$ cat config.mk
export PLATFORM = sky130hd
export DESIGN_NAME = alu_seq_ctrl
export DESIGN_NICKNAME = d
export VERILOG_FILES = /design/src/rtl/alu_seq_pkg.sv /design/src/rtl/alu_seq_ctrl_rr_arb2.sv /design/src/rtl/alu_seq_ctrl.sv
export SDC_FILE = /design/constraint.sdc
export NUM_CORES = 1
export LEC_CHECK = 0
export ABC_AREA = 0
export BUFFER_PORTS_ARGS = -buffer_cell sky130_fd_sc_hd__buf_2
export CAP_MARGIN = 20
export CELL_PAD_IN_SITES_DETAIL_PLACEMENT = 1
export CELL_PAD_IN_SITES_GLOBAL_PLACEMENT = 1
export CORE_ASPECT_RATIO = 0.8
export CORE_MARGIN = 2
export CORE_UTILIZATION = 38
export CTS_CLUSTER_DIAMETER = 40
export DETAILED_ROUTE_END_ITERATION = 16
export MAX_ROUTING_LAYER = met4
export PLACE_DENSITY = 0.81
export SYNTH_ARGS = -nofsm -noshare
export SYNTH_HDL_FRONTEND = slang
export SYNTH_SLANG_ARGS = --single-unit
$ cat constraint.sdc
create_clock -name clk -period 2.1 [get_ports clk]
set_clock_uncertainty 0.1 [all_clocks]
set_input_delay 0.315 -clock clk [delete_from_list [all_inputs] [get_ports clk]]
set_output_delay 0.315 -clock clk [all_outputs]
set_load 0.02 [all_outputs]
$ cat src/rtl/alu_seq_pkg.sv
// Shared types and constants for the nibble-serial ALU sequencer.
package alu_seq_pkg;

  localparam int unsigned SLICE_W = 4;
  localparam int unsigned OP_W    = 3;

  typedef enum logic [OP_W-1:0] {
    OP_ADD = 3'b000,
    OP_SUB = 3'b001,
    OP_AND = 3'b010,
    OP_OR  = 3'b011,
    OP_XOR = 3'b100
  } alu_op_e;

  typedef enum logic [1:0] {
    ST_IDLE = 2'b00,
    ST_RUN  = 2'b01,
    ST_RESP = 2'b10
  } state_e;

  // Only the arithmetic opcodes report a meaningful final carry.
  function automatic logic op_has_carry(input logic [OP_W-1:0] op);
    return (op == OP_ADD) || (op == OP_SUB);
  endfunction

endpackage

$ cat src/rtl/alu_seq_ctrl_rr_arb2.sv
// Two-way round-robin arbiter; every grant is an accept, so the pointer
// moves on any grant and hands priority to the other requester.
module rr_arb2 (
  input  logic       clk,
  input  logic       rst_n,
  input  logic       en,
  input  logic [1:0] req,
  output logic [1:0] gnt_c
);

  logic prio_q;  // 1: req[1] wins a tie

  always_comb begin
    gnt_c = 2'b00;
    if (en) begin
      gnt_c[0] = req[0] & (~req[1] | ~prio_q);
      gnt_c[1] = req[1] & (~req[0] |  prio_q);
    end
  end

  always_ff @(posedge clk or negedge rst_n) begin
    if (!rst_n) begin
      prio_q <= 1'b0;
    end else if (|gnt_c) begin
      prio_q <= gnt_c[0];
    end
  end

endmodule

$ cat src/rtl/alu_seq_ctrl.sv
// Arbitrates two requesters onto one shared 4-bit ALU slice and runs each
// operation LSB-first over NSLICE passes, chaining the carry between passes.
module alu_seq_ctrl
  import alu_seq_pkg::*;
#(
  parameter int unsigned NSLICE = 4
) (
  input  logic                        clk,
  input  logic                        rst_n,
  input  logic                        req0_valid,
  output logic                        req0_ready,
  input  logic [OP_W-1:0]             req0_op,
  input  logic [SLICE_W*NSLICE-1:0]   req0_a,
  input  logic [SLICE_W*NSLICE-1:0]   req0_b,
  input  logic                        req1_valid,
  output logic                        req1_ready,
  input  logic [OP_W-1:0]             req1_op,
  input  logic [SLICE_W*NSLICE-1:0]   req1_a,
  input  logic [SLICE_W*NSLICE-1:0]   req1_b,
  output logic [SLICE_W-1:0]          alu_a,
  output logic [SLICE_W-1:0]          alu_b,
  output logic [OP_W-1:0]             alu_op,
  output logic                        alu_cin,
  input  logic [SLICE_W-1:0]          alu_res,
  input  logic                        alu_cout,
  output logic                        rsp_valid,
  input  logic                        rsp_ready,
  output logic                        rsp_id,
  output logic [SLICE_W*NSLICE-1:0]   rsp_result,
  output logic                        rsp_cout
);

  localparam int unsigned W     = SLICE_W * NSLICE;
  localparam int unsigned CNT_W = (NSLICE > 1) ? $clog2(NSLICE) : 1;
  localparam logic [CNT_W-1:0] LAST_SLICE = CNT_W'(NSLICE - 1);

  state_e            state_q, state_d;
  logic [CNT_W-1:0]  cnt_q;
  logic [OP_W-1:0]   op_q;
  logic [W-1:0]      a_q, b_q;
  logic              carry_q;

  logic [1:0]        gnt_c;
  logic              arb_en_c;
  logic              accept_c;
  logic              last_c;
  logic              rsp_hs_c;
  logic [31:0]       slice_base_c;

  // Grants are only offered while idle and out of reset.
  assign arb_en_c = (state_q == ST_IDLE) & rst_n;

  rr_arb2 u_arb (
    .clk   (clk),
    .rst_n (rst_n),
    .en    (arb_en_c),
    .req   ({req1_valid, req0_valid}),
    .gnt_c (gnt_c)
  );

  assign req0_ready   = gnt_c[0];
  assign req1_ready   = gnt_c[1];
  assign accept_c     = |gnt_c;
  assign last_c       = (cnt_q == LAST_SLICE);
  assign rsp_hs_c     = rsp_valid & rsp_ready;
  assign slice_base_c = SLICE_W * 32'(cnt_q);

  always_ff @(posedge clk or negedge rst_n) begin
    if (!rst_n) begin
      state_q <= ST_IDLE;
    end else begin
      state_q <= state_d;
    end
  end

  // Next state plus slice drive; the ALU port is parked at zero unless running.
  always_comb begin
    state_d = state_q;
    alu_a   = '0;
    alu_b   = '0;
    alu_op  = '0;
    alu_cin = 1'b0;
    unique case (state_q)
      ST_IDLE: begin
        if (accept_c) state_d = ST_RUN;
      end
      ST_RUN: begin
        alu_a   = SLICE_W'(a_q >> slice_base_c);
        alu_b   = SLICE_W'(b_q >> slice_base_c);
        alu_op  = op_q;
        alu_cin = (cnt_q == '0) ? (op_q == OP_SUB) : carry_q;
        if (last_c) state_d = ST_RESP;
      end
      ST_RESP: begin
        if (rsp_hs_c) state_d = ST_IDLE;
      end
      default: state_d = ST_IDLE;
    endcase
  end

  // Operand latch, slice capture and response registers.
  always_ff @(posedge clk or negedge rst_n) begin
    if (!rst_n) begin
      cnt_q      <= '0;
      op_q       <= '0;
      a_q        <= '0;
      b_q        <= '0;
      carry_q    <= 1'b0;
      rsp_valid  <= 1'b0;
      rsp_id     <= 1'b0;
      rsp_result <= '0;
      rsp_cout   <= 1'b0;
    end else begin
      unique case (state_q)
        ST_IDLE: begin
          if (accept_c) begin
            cnt_q   <= '0;
            carry_q <= 1'b0;
            rsp_id  <= gnt_c[1];
            op_q    <= gnt_c[1] ? req1_op : req0_op;
            a_q     <= gnt_c[1] ? req1_a  : req0_a;
            b_q     <= gnt_c[1] ? req1_b  : req0_b;
          end
        end
        ST_RUN: begin
          for (int unsigned i = 0; i < NSLICE; i++) begin
            if (cnt_q == CNT_W'(i)) rsp_result[i*SLICE_W +: SLICE_W] <= alu_res;
          end
          carry_q <= alu_cout;
          if (last_c) begin
            rsp_valid <= 1'b1;
            rsp_cout  <= op_has_carry(op_q) & alu_cout;
          end else begin
            cnt_q <= cnt_q + 1'b1;
          end
        end
        ST_RESP: begin
          if (rsp_hs_c) rsp_valid <= 1'b0;
        end
        default: ;
      endcase
    end
  end

endmodule

==> run summary, run 1 <==
outcome: completed
most common library cell in the layout ignoring fill and taps: sky130_fd_sc_hd__buf_2
Critical Path Fanout Max: 8
vias after detailed routing: 3,189
class of the most critical setup path: register to output pin
Slew Limit Headroom: 0.489
internal cell power: 4.21 mW
routability cong.: 0.826
number of placed I/O pins: 113
detailed-router iteration count before antenna repair: 4
setup repair after global routing missed its margin: yes
biggest cell delay along the critical path: 0.49 ns
part of the total power dissipated in the clock network: 0.192
share of cell area taken by muxes after synthesis: 0.105
area fraction in compound gates after synthesis: 0.251
clock tree from TritonCTS: yes
gr ovfl total: 0
Yosys warning count: 0
most frequent cells in the layout: sky130_fd_sc_hd__buf_2 (103), sky130_fd_sc_hd__dfrtp_1 (57), sky130_fd_sc_hd__nand2_1 (45)
proportion of layout cells with a drive suffix above 1: 0.367
area growth from synthesis to final layout: 30.3%
horizontal extent of the die: 110 um
Leak Pwr: 2.05 nW
synthesized instance count: 352
maximum clock rate: 482 MHz
count of flip-flops with a built-in enable after synthesis: 0
number of DRC markers after the initial detailed-route iteration: 166
Clock H-tree levels: 3
total routed wirelength: 10.5 mm
Final HPWL DP: 7.46 mm
Setup crit end kind: output pin
Min Clock Period, post-route: 2.08 ns
global-route wire length before repair: 17.0 mm
fraction of registers with async set/reset: 1.00
crit path launch type: register
dominant combinational cell family by area after synthesis: compound AO/OA/AOI/OAI gates
flip-flop and latch count after synthesis: 60
Switching Power: 2.67 mW
final standard cell area without fillers: 4480 um2
Bufs on Longest Clock Path: 2
total DRC errors in the routed layout: 0
count of final hold-check violations: 0
post-DR vias/cell: 5.55
total routing usage reported by global routing: 0.226
final setup violation count: 0
number of antenna violations at the first check in global routing: 0
PwrDens: 1530 nW/um2
routed length per instance: 18.3 um
ANT nets after route: 0
maximum number of pins on one net before global-route repair: 61
Reg clk slew, reported paths: 0.05 ns
setup slack after layout: 0.0235 ns
max cap viols: 0
Area after DPL: 4100 um2
worst-skew pair later-pin latency: 0.33 ns
number of rows created at floorplan: 31
Crit path required time: 1.68 ns
net count after synthesis: 436
number of slew-limit violations in the final report: 0
number of diodes added for antenna fixing: 0
simple-gate portion of the synthesized area: 0.0971
worst-case vdd ir drop: 0.937 mV
fraction of synthesized cell area in xor and xnor cells: 0
Mean Syn Cell Area: 9.78 um2
ordered list of cells on the worst path: buf_12 -> mux4_2 -> and2_4 -> buf_6
hold crit path type: primary input to asynchronous set/reset pin
count of port buffers added during placement: 112
transition time at the pin with the least slew margin: 0.767 ns
Synth Area in Adders: 0.0145
number of nets in the final layout: 539
Comb power frac: 0.501
post-synth cell types: 30
most instantiated flip-flop cell in the synthesis netlist: sky130_fd_sc_hd__dfrtp_1
switching share of power: 0.388
CTS Root Buffer Type: sky130_fd_sc_hd__clkbuf_16
Synth Cell Area: 3440 um2
core box area: 8920 um2
fraction of the yosys area taken by sequential cells: 0.436
die outline height: 89.1 um
number of buffers added to fix hold violations after cts: 0
area of the die: 9840 um2
critical path arrival: 1.66 ns
number of global-route vias before repair: 3,319
effective utilization at floorplan: 0.386
Clock Sink Count: 60
number of buffers added by the clock tree synthesis step: 9
Max stage delay cell, worst path: sky130_fd_sc_hd__mux4_2
DP Worst Slack: 0.144 ns
part of the cycle the worst path needs: 0.989
relative contribution of sequential cells to total power: 0.307
PnR Total Power: 6.88 mW
[Yosys cell counts (3+ instances only)]
master / n / share of area
sky130_fd_sc_hd__buf_6: 6 / 0.020
sky130_fd_sc_hd__nand2b_1: 3 / 0.0055
sky130_fd_sc_hd__o22a_1: 35 / 0.089
sky130_fd_sc_hd__dfrtp_1: 60 / 0.44
sky130_fd_sc_hd__buf_2: 5 / 0.0073
sky130_fd_sc_hd__o211ai_1: 35 / 0.076
sky130_fd_sc_hd__clkbuf_1: 22 / 0.024
sky130_fd_sc_hd__a21oi_1: 3 / 0.0044
sky130_fd_sc_hd__nand2_1: 45 / 0.049
sky130_fd_sc_hd__and2_1: 11 / 0.020
sky130_fd_sc_hd__mux4_2: 8 / 0.052
sky130_fd_sc_hd__inv_1: 39 / 0.043
sky130_fd_sc_hd__ha_1: 4 / 0.015
sky130_fd_sc_hd__mux2_1: 16 / 0.052
sky130_fd_sc_hd__a31oi_1: 35 / 0.064
sky130_fd_sc_hd__o21ai_1: 6 / 0.0087
[flip-flops by register name, indices dropped and copies added, names as in the netlist]
register / cells
u_arb.prio_q: 1
carry_q: 1
cnt_q: 2
rsp_cout: 1
rsp_valid: 1
a_q: 16
rsp_result: 16
op_q: 3
rsp_id: 1
state_q: 2
b_q: 16
[layout make-up]
class | count | area (um2)
Timing Repair Buffer | 127 | 751
Clock buffer | 12 | 246
Multi-Input combinational cell | 217 | 1660
Clock inverter | 4 | 25.0
Fill cell | 1035 | 4440
Inverter | 40 | 150
Sequential cell | 60 | 1510
Tap cell | 115 | 144
[worst paths after layout]
path	from	to	slack (ns)	cells past startpoint
max	cnt_q[0]$_DFFE_PN0P_	alu_b[1]	0.02	4
min	rst_n	rsp_result[4]$_DFFE_PN0P_	0.11	2
max reg2reg	state_q[0]$_DFFE_PN0P_	a_q[10]$_DFFE_PN0P_	0.14	4
min in group clk	alu_res[1]	rsp_result[5]$_DFFE_PN0P_	0.14	2
max in group asynchronous	rst_n	state_q[0]$_DFFE_PN0P_	1.24	2
min reg2reg	rsp_result[11]$_DFFE_PN0P_	rsp_result[11]$_DFFE_PN0P_	0.39	1
[repair_timing]
action | 4_1_cts | 5_1_grt
setup endpoints to repair | 9 | 11
setup buffers | 1 | 1
gates resized for setup | 15 | 19
pin swaps | 4 | 6
endpoints found under the hold margin | 0 | 0
[through the flow]
stage          hold slack [ns]   util  std cells  setup TNS, ns
5_1_grt                  0.152  0.503        575        -0.0664
4_1_cts                  0.130  0.494        574              0
3_5_place_dp             0.376  0.459        557              0
2_1_floorplan          -0.0806      -        352              0
6_report                 0.114  0.503        575              0
3_3_place_gp             0.371  0.459        557              0
[logic make-up (layout without fill, tap and decap cells)]
logic type	count (synthesis)	count (layout)
AOI/OAI and AO/OA	118	118
adders and majority gates	4	4
buffers and inverters	75	183
DFF	60	60
muxes	24	24
and+or+nand+nor	71	71
[worst max-delay path, delay by kind of cell, from the launching register on]
family                 cells  cell delay [ns]
buffers and inverters      2             0.27
flip-flops                 1             0.39
multiplexers               1             0.49
AND/OR/NAND/NOR            1             0.18
[layer usage]
metal,track usage,share of wire
met4,0.0761,0.012
met5,-,0
met2,0.384,0.50
met3,0.0414,0.047
met1,0.277,0.44
[power groups by stage]
stage               logic (mW)  registers [mW]  clock network [mW]
finish                    3.44            2.11                1.32
global route              3.70            2.18                1.41
global placement          2.94            2.07                   0
floorplan                 1.93            2.20                   0
detailed placement        3.07            2.12                   0
CTS                       3.28            2.11                1.35
(Power assumes the default switching activity.)
==> run 2, diff against run 1 <==
==> constraint.sdc (replaced) <==
create_clock -name clk -period 2.1 [get_ports clk]
set_clock_uncertainty 0.1 [all_clocks]
set_input_delay 0.105 -clock clk [delete_from_list [all_inputs] [get_ports clk]]
set_output_delay 0.105 -clock clk [all_outputs]
set_load 0.02 [all_outputs]
==> run 2 against run 1 <==
Clock power about the same; sequential cell count unchanged; clock-buffer cell count unchanged; first-iteration DRC count down 7.8%; via count up 1.0%; fmax up 3.4%; register-to-register slack better by 0.11 ns; cell count up 1.0%; design area down 0.47%; total power down 4.2%; critical path depth unchanged; setup slack better by 0.068 ns.
==> run summary, run 2 (synthesized netlist as in run 1, its figures left out) <==
setup repair after global routing missed its margin: no (was yes)
number of nets in the final layout: 547 (was 539)
most common library cell in the layout ignoring fill and taps: sky130_fd_sc_hd__buf_2 (unchanged)
Clock H-tree levels: 3 (unchanged)
die outline height: 89.1 um (unchanged)
final setup violation count: 0 (unchanged)
outcome: completed (unchanged)
area of the die: 9840 um2 (unchanged)
number of DRC markers after the initial detailed-route iteration: 153 (was 166)
PwrDens: 1480 nW/um2 (was 1530 nW/um2)
number of rows created at floorplan: 31 (unchanged)
part of the cycle the worst path needs: 0.956 (was 0.989)
detailed-router iteration count before antenna repair: 4 (unchanged)
DP Worst Slack: 0.282 ns (was 0.144 ns)
effective utilization at floorplan: 0.386 (unchanged)
Worst Hold Path Cells: 4
Final HPWL DP: 7.34 mm (was 7.46 mm)
worst-skew pair later-pin latency: 0.32 ns (was 0.33 ns)
number of slew-limit violations in the final report: 0 (unchanged)
Clock Sink Count: 60 (unchanged)
global-route wire length before repair: 17.4 mm (was 17.0 mm)
Max stage delay cell, worst path: sky130_fd_sc_hd__mux4_2 (unchanged)
total DRC errors in the routed layout: 0 (unchanged)
largest registers ranked by flip-flop count: a_q x16, b_q x16, rsp_result x16 (unchanged)
worst-case vdd ir drop: 0.758 mV (was 0.937 mV)
proportion of layout cells with a drive suffix above 1: 0.335 (was 0.367)
horizontal extent of the die: 110 um (unchanged)
setup TNS: 0 ns (unchanged)
Leak Pwr: 2.07 nW (was 2.05 nW)
transition time at the pin with the least slew margin: 0.758 ns (was 0.767 ns)
FILL cells: 1,075 (was 1,035)
max cap viols: 0 (unchanged)
final core utilization: 0.500 (was 0.503)
Buf/Inv on CP: 2 (unchanged)
Bufs on Longest Clock Path: 2 (unchanged)
post-DR vias/cell: 5.55 (about the same)
maximum number of pins on one net before global-route repair: 61 (unchanged)
area growth from synthesis to final layout: 29.7% (was 30.3%)
Min Clock Period, post-route: 2.01 ns (was 2.08 ns)
number of buffers added by the clock tree synthesis step: 9 (unchanged)
class of the most critical setup path: register to output pin (unchanged)
instance count on the critical path: 4 (unchanged)
number of diodes added for antenna fixing: 0 (unchanged)
number of antenna violations at the first check in global routing: 0 (unchanged)
most frequent cells in the layout: sky130_fd_sc_hd__buf_2 (112), sky130_fd_sc_hd__dfrtp_1 (59), sky130_fd_sc_hd__nand2_1 (45) (was sky130_fd_sc_hd__buf_2 (103), sky130_fd_sc_hd__dfrtp_1 (57), sky130_fd_sc_hd__nand2_1 (45))
number of setup buffers added after CTS: 0 (was 1)
Reg clk slew, reported paths: 0.05 ns (about the same)
Worst path top cell family by delay: multiplexers (unchanged)
count of port buffers added during placement: 112 (unchanged)
hold crit path type: primary input to register (was primary input to asynchronous set/reset pin)
routed length per instance: 18.3 um (about the same)
CTS Root Buffer Type: sky130_fd_sc_hd__clkbuf_16 (unchanged)
biggest cell delay along the critical path: 0.51 ns (was 0.49 ns)
Crit path required time: 1.89 ns (was 1.68 ns)
number of placed I/O pins: 113 (unchanged)
Critical Path Fanout Max: 6 (was 8)
Setup crit end kind: output pin (unchanged)
total routed wirelength: 10.6 mm (was 10.5 mm)
crit path launch type: register (unchanged)
vias after detailed routing: 3,222 (was 3,189)
critical path arrival: 1.80 ns (was 1.66 ns)
ordered list of cells on the worst path: buf_4 -> mux4_2 -> and2_1 -> buf_2 (was buf_12 -> mux4_2 -> and2_4 -> buf_6)
number of global-route vias before repair: 3,325 (was 3,319)
count of final hold-check violations: 0 (unchanged)
Slew Limit Headroom: 0.495 (was 0.489)
Worst Reg-to-Reg Cells: 3 (was 4)
core box area: 8920 um2 (unchanged)
gr ovfl total: 0 (unchanged)
total routing usage reported by global routing: 0.233 (was 0.226)
setup slack after layout: 0.0915 ns (was 0.0235 ns)
clock tree from TritonCTS: yes (unchanged)
routability cong.: 0.795 (was 0.826)
maximum clock rate: 498 MHz (was 482 MHz)
ANT nets after route: 0 (unchanged)
==> run 2: cell types whose count changed in the layout (fill, tap and decap cells not counted), sizes merged <==
cell and change:
dlygate4sd3 +6, buf +2, clkinvlp -2
==> run 2: final timing paths <==
check / end / startpoint / slack [ns]
setup / recovery: alu_b[2] / cnt_q[0]$_DFFE_PN0P_ / 0.09
hold / removal: state_q[1]$_DFFE_PN0P_ / rsp_ready / 0.01
setup reg to reg: op_q[2]$_DFFE_PN0P_ / state_q[1]$_DFFE_PN0P_ / 0.25
hold reg to reg: rsp_cout$_DFFE_PN0P_ / rsp_cout$_DFFE_PN0P_ / 0.38
max in group asynchronous: cnt_q[0]$_DFFE_PN0P_ / rst_n / 0.93
min in group asynchronous: rsp_id$_DFFE_PN0P_ / rst_n / 0.43
==> run 2: what timing repair did <==
| item | CTS | global route |
|---|---|---|
| gates resized for setup | 0 | 1 |
| endpoints found under the setup margin | 0 | 8 |
| hold buffers | 6 | 0 |
| endpoints found under the hold margin | 78 | 0 |
==> run 2: report_power, final <==
group	total, mW	switching [mW]	leakage [nW]	internal (mW)
clock	1.35	0.477	0.140	0.875
sequential	2.10	0.381	0.672	1.72
combinational	3.13	1.74	1.26	1.39
==> run 2: worst reg2reg max path, stage by stage (launching register included) <==
cell and delay, ns:
sky130_fd_sc_hd__dfrtp_1 0.45, sky130_fd_sc_hd__nor3b_4 0.49, sky130_fd_sc_hd__and2_4 0.53, sky130_fd_sc_hd__o22a_1 0.21
==> run 2: stage by stage <==
stage	hold WS, ns	power [mW]	std cells	area, um2
floorplan	-0.291	4.13	352	3440
CTS	0.00673	6.64	581	4460
detailed placement	0.258	5.21	561	4130
global placement	0.248	5.05	561	4130
global route	0.0331	6.99	581	4460
finish	0.0127	6.59	581	4460
==> run 2: layer usage <==
layer | track usage | share of wire | vias to the layer above
li1 | - | - | 1492
met1 | 0.300 | 0.46 | 1620
met2 | 0.379 | 0.48 | 98
met3 | 0.0386 | 0.042 | 12
met4 | 0.0864 | 0.015 | 0
met5 | - | 0 | -
==> run 2: layout make-up <==
type / count / area (um2) / area share
multi-input combinational: 217 / 1620 / 0.362
sequential: 60 / 1500 / 0.337
timing repair buffer: 135 / 773 / 0.173
clock buffer: 12 / 267 / 0.0597
inverter: 40 / 150 / 0.0336
tap: 115 / 144 / 0.0322
clock inverter: 2 / 10.0 / 0.00224
